<file path="config.mk">
export PLATFORM = sky130hd
export DESIGN_NAME = mem_arbiter
export DESIGN_NICKNAME = d
export VERILOG_FILES = /design/src/rtl/mem_arbiter.sv
export SDC_FILE = /design/constraint.sdc
export NUM_CORES = 1
export LEC_CHECK = 0
export ABC_AREA = 1
export BUFFER_PORTS_ARGS = -buffer_cell sky130_fd_sc_hd__clkbuf_2
export CAP_MARGIN = 20
export CORE_AREA = 2 2 60 62
export CTS_CLUSTER_SIZE = 28
export DETAILED_ROUTE_END_ITERATION = 12
export DIE_AREA = 0 0 62 64
export PLACE_DENSITY = 0.89
export SYNTH_ARGS = -nofsm -noshare
export SYNTH_HDL_FRONTEND = slang
export SYNTH_SLANG_ARGS = --single-unit
</file>
<file path="constraint.sdc">
create_clock -name clk -period 1.9 [get_ports clk]
set_input_delay 0.285 -clock clk [delete_from_list [all_inputs] [get_ports clk]]
set_output_delay 0.285 -clock clk [all_outputs]
set_load 0.01 [all_outputs]
</file>
<file path="src/rtl/mem_arbiter.sv">
// Two-port round-robin memory arbiter with combinational grant and 1-cycle read return.
// Define MEM_ARBITER_LOCK_EN to add per-port lock inputs and a lock-owner register.
module mem_arbiter #(
  parameter int AW = 16,
  parameter int DW = 16
) (
  input  logic          clk,
  input  logic          reset_n,
  input  logic [AW-1:0] i_rq0_addr,
  input  logic          i_rq0_rd,
  input  logic          i_rq0_wr,
  input  logic [DW-1:0] i_rq0_wrdata,
  output logic          o_rq0_waitreq,
  output logic [DW-1:0] o_rq0_rddata,
  output logic          o_rq0_rdvalid,
  input  logic [AW-1:0] i_rq1_addr,
  input  logic          i_rq1_rd,
  input  logic          i_rq1_wr,
  input  logic [DW-1:0] i_rq1_wrdata,
  output logic          o_rq1_waitreq,
  output logic [DW-1:0] o_rq1_rddata,
  output logic          o_rq1_rdvalid,
  output logic [AW-1:0] o_mem_addr,
  output logic          o_mem_rd,
  output logic          o_mem_wr,
  output logic [DW-1:0] o_mem_wrdata,
  input  logic [DW-1:0] i_mem_rddata
`ifdef MEM_ARBITER_LOCK_EN
  ,
  input  logic          i_rq0_lock,
  input  logic          i_rq1_lock
`endif
);

  logic act0, act1;
  logic allow0, allow1;
  logic req0, req1;
  logic gnt_vld, gnt_id;
  logic sel_wr, sel_rd;

  logic last_grant_q, last_grant_d;
  logic rd_pending_q, rd_pending_d;
  logic rd_port_q, rd_port_d;

  assign act0 = i_rq0_rd | i_rq0_wr;
  assign act1 = i_rq1_rd | i_rq1_wr;

`ifdef MEM_ARBITER_LOCK_EN
  logic lock_vld_q, lock_vld_d;
  logic lock_id_q, lock_id_d;
  logic win_lock, own_lock;

  // An owned lock masks the other port out of arbitration.
  assign allow0 = ~lock_vld_q | ~lock_id_q;
  assign allow1 = ~lock_vld_q | lock_id_q;

  always_comb begin
    lock_vld_d = lock_vld_q;
    lock_id_d  = lock_id_q;
    win_lock   = gnt_id ? i_rq1_lock : i_rq0_lock;
    own_lock   = lock_id_q ? i_rq1_lock : i_rq0_lock;
    if (gnt_vld && win_lock) begin
      lock_vld_d = 1'b1;
      lock_id_d  = gnt_id;
    end else if (lock_vld_q && !own_lock) begin
      lock_vld_d = 1'b0;
    end
  end

  always_ff @(posedge clk or negedge reset_n) begin
    if (!reset_n) begin
      lock_vld_q <= 1'b0;
      lock_id_q  <= 1'b0;
    end else begin
      lock_vld_q <= lock_vld_d;
      lock_id_q  <= lock_id_d;
    end
  end
`else
  assign allow0 = 1'b1;
  assign allow1 = 1'b1;
`endif

  assign req0 = act0 & allow0;
  assign req1 = act1 & allow1;

  // last_grant = 1 means port 0 takes the next tie.
  always_comb begin
    gnt_vld = (req0 | req1) & reset_n;
    gnt_id  = 1'b0;
    unique case ({req1, req0})
      2'b11:   gnt_id = ~last_grant_q;
      2'b10:   gnt_id = 1'b1;
      default: gnt_id = 1'b0;
    endcase
  end

  always_comb begin
    o_mem_addr   = '0;
    o_mem_wrdata = '0;
    sel_wr       = 1'b0;
    sel_rd       = 1'b0;
    if (gnt_vld) begin
      o_mem_addr   = gnt_id ? i_rq1_addr : i_rq0_addr;
      o_mem_wrdata = gnt_id ? i_rq1_wrdata : i_rq0_wrdata;
      sel_wr       = gnt_id ? i_rq1_wr : i_rq0_wr;
      sel_rd       = (gnt_id ? i_rq1_rd : i_rq0_rd) & ~sel_wr;
    end
    o_mem_wr = sel_wr;
    o_mem_rd = sel_rd;
  end

  assign o_rq0_waitreq = act0 & ~(gnt_vld & ~gnt_id);
  assign o_rq1_waitreq = act1 & ~(gnt_vld & gnt_id);

  always_comb begin
    last_grant_d = gnt_vld ? gnt_id : last_grant_q;
    rd_pending_d = sel_rd;
    rd_port_d    = sel_rd ? gnt_id : rd_port_q;
  end

  always_ff @(posedge clk or negedge reset_n) begin
    if (!reset_n) begin
      last_grant_q <= 1'b1;
      rd_pending_q <= 1'b0;
      rd_port_q    <= 1'b0;
    end else begin
      last_grant_q <= last_grant_d;
      rd_pending_q <= rd_pending_d;
      rd_port_q    <= rd_port_d;
    end
  end

  assign o_rq0_rdvalid = rd_pending_q & ~rd_port_q;
  assign o_rq1_rdvalid = rd_pending_q & rd_port_q;
  assign o_rq0_rddata  = o_rq0_rdvalid ? i_mem_rddata : '0;
  assign o_rq1_rddata  = o_rq1_rdvalid ? i_mem_rddata : '0;

endmodule

</file>
==> metrics <==
critical path depth in cells=8; worst clock skew=just under 0.002 ns; GRT overflow=0; H-Tree Depth=1; PwrDens=412.9 nW/um^2; post-route ant nets=0; crit path max fanout=26; die area=3968 sq um; Seq/Total Area, Yosys=9.561%; CP Capture Type=primary output; fillers=347; Reg power frac=around 12%; CTS tree=built; die height=64 microns; # Post-CTS Setup Buffers=0; slew of the pin with the lowest slew margin=just over 0.5 ns; Pins Over Slew Limit=0; Setup CP Type=register to primary output; Post-Syn Area=between 700 and 800 sq um; clock buffer depth=2; Setup crit start=last_grant_q$_DFFE_PN1P_; commonest non-fill, non-tap cell in the layout=clkbuf_2; Post-Syn Nets=270; RR Endpoint=last_grant_q$_DFFE_PN1P_; clk slew on worst S/H paths=0.04 ns; worst hold slack=0.008652 ns; worst r2r path cells=5; number of nets at the end of the flow=roughly 430; Startpoint Class=register; Synth top area share=47.96%; Setup TNS=0 ns; Net Sw Frac=45.94%; share of total power in combinational logic=71.4%; register bit total from synthesis=3; largest cells by area after synthesis=nand2_1, nor2_1, inv_1, dfrtp_1, dfstp_2; IO buf count=around 160; YS warnings=0; Power Internal=0.0003782 W; Leak=1.270 nW; # IOs=156; worst path cell trace=inv_2 -> nor2_4 -> nor2_4 -> nor2_4 -> buf_12 -> nand2_1 -> nand2_1 -> clkbuf_2; Layout area overhead=112.2%; Achievable Freq=0.5424 GHz; CTS Root Cell=clkbuf_4; largest net degree at the start of global routing=27; VDD IR max=170.3 uV; TritonCTS Buffers=3; Post-route DRC=0; Starting Density=24.30%; core area=3284 sq um; Post-synth EDFFs=0; Critical Path AT=about 1.6 ns; FF-to-FF setup slack=roughly 0.67 ns; Final setup violation count=0; initial antenna violation count=0; Reg2Reg Launch Point=last_grant_q$_DFFE_PN1P_; post-layout util=51.58%; Syn Area/Cell=around 4.3 sq um; status=complete, no violations; Critical path buffers and inverters=3; vias in the first global route=~1400; most frequent cells in the layout=clkbuf_2, nand2_1, nor2_1; Synth Instances=184; period utilisation layout=between 90% and 100%; Synth area leader=nand2_1; final worst path period need=approximately 1.8 ns; Skew-Pair Late Insertion Delay=0.23 ns; drt wl/cell=~9.1 microns; top_reg_cell synth=dfrtp_1; Cell Rows=21; Final HPWL DP=3.096 mm; placer congestion estimate=0.8737; cell mode on critical path=nor2_4; Final WS setup=0.05638 ns; MaxCap Viol Count=0; Slew HR=approximately two thirds; power share of the clock group=16.5%; CP endpoint=o_mem_addr[1]; count of different cell masters after synthesis=17; Synth async-reset ratio=100.0%; proportion of layout cells with a drive suffix above 1=50.00%; Final Hold Fails=0; Vias/cell=4.117; NetSw=0.0003214 W; slowest CP cell=dfstp_2; worst slack at placement=0.2641 ns; # diodes=0; DRT Pass-1 Iters=4; DRT Wirelength=~3.5 mm; Finished Layout Cells=a little under 400; Clock Sink Count=3; class of the worst hold path=input pin to asynchronous set/reset pin; Total GRT Usage=about 17%; Starting DRT DRC Count=29; Slowest Stage Delay on Critical Path=0.53 ns; Via Count=1589; first-pass GRT wire length=~5.2 mm; # placed instances=between 300 and 400; die width=between 60 and 70 microns; largest delay contributor family on the critical path=flip-flops; WP data required=1.62 ns; unrepaired setup endpoints after global routing=true
[final cells by class]
class / instances / area [sq um] / share of cell area, %
flip-flops and latches: 3 / 76.32 / 4.505
multi-input cells: 149 / 599.3 / 35.38
repair buffers: 160 / 844.6 / 49.85
inverters: 24 / 90.09 / 5.318
clock buffers: 4 / 26.28 / 1.551
well taps: 46 / 57.56 / 3.397
[synthesized netlist by cell type (2+ instances only)]
cell type / count
buf_2: 3
inv_1: 23
nor2_1: 38
nand2_1: 102
buf_4: 3
nor2_2: 2
dfrtp_1: 2
clkbuf_1: 2
[metrics by stage]
step | cell area [sq um] | power, W
floorplan | 798.3 | 0.0003333
global placement | 1629 | 0.0005675
detailed placement | 1629 | 0.0005748
CTS | 1665 | 0.0006986
global route | 1694 | 0.0007790
finish | 1694 | 0.0006995
[power groups by stage]
| stage | sequential [W] | clock [W] | combinational (W) |
|---|---|---|---|
| floorplan | 0.0000831 | 0 | 0.000250 |
| detailed placement | 0.0000846 | 0 | 0.000490 |
| CTS | 0.0000842 | 0.000121 | 0.000494 |
| global placement | 0.0000843 | 0 | 0.000483 |
| finish | 0.0000846 | 0.000115 | 0.000500 |
| global route | 0.0000864 | 0.000128 | 0.000565 |
[worst reg2reg max path, delay by kind of cell (launching register included)]
family                 cells  cell delay (ns)
buffers and inverters      1             0.20
flip-flops                 1             0.53
AO/OA/AOI/OAI              2             0.26
AND/OR/NAND/NOR            2             0.18
[how the worst min path moves through the flow]
stage,slack (ns),to,depth (start not counted),from
floorplan,-0.01,rd_pending_q$_DFF_PN0_,0,reset_n
global placement,0.09,rd_port_q$_DFFE_PN0P_,1,reset_n
detailed placement,0.09,rd_port_q$_DFFE_PN0P_,1,reset_n
CTS,0.003,last_grant_q$_DFFE_PN1P_,1,reset_n
global route,0.0006,last_grant_q$_DFFE_PN1P_,1,reset_n
finish,0.009,last_grant_q$_DFFE_PN1P_,1,reset_n
[kinds of logic (layout without fill, tap and decap cells)]
kind of cell / count (synthesis) / in the layout / synth area share, %
AOI/OAI and AO/OA: 4 / 4 / 3.291
buffers and inverters: 32 / 188 / 16.93
DFF: 3 / 3 / 9.562
and+or+nand+nor: 145 / 145 / 70.22
[sequential cells by signal, indices dropped and copies added, names as in the netlist]
register	cells
last_grant_q	1
rd_port_q	1
rd_pending_q	1
[metal layers]
| metal | GRT usage (%) | vias to the layer above | wire, microns |
|---|---|---|---|
| met1 | 14.39 | 649 | 1131 |
| met5 | 0 | - | 0 |
| met4 | 4.787 | 0 | 24 |
| li1 | - | 843 | - |
| met3 | 4.858 | 2 | 476 |
| met2 | 33.72 | 95 | 1886 |
[what timing repair did]
item / 4_1_cts / 5_1_grt
hold buffers: 1 / 0
setup endpoints to repair: 0 / 32
resized for setup: 0 / 30
endpoints found under the hold margin: 2 / 0
Power figures use the tool's default switching activity.
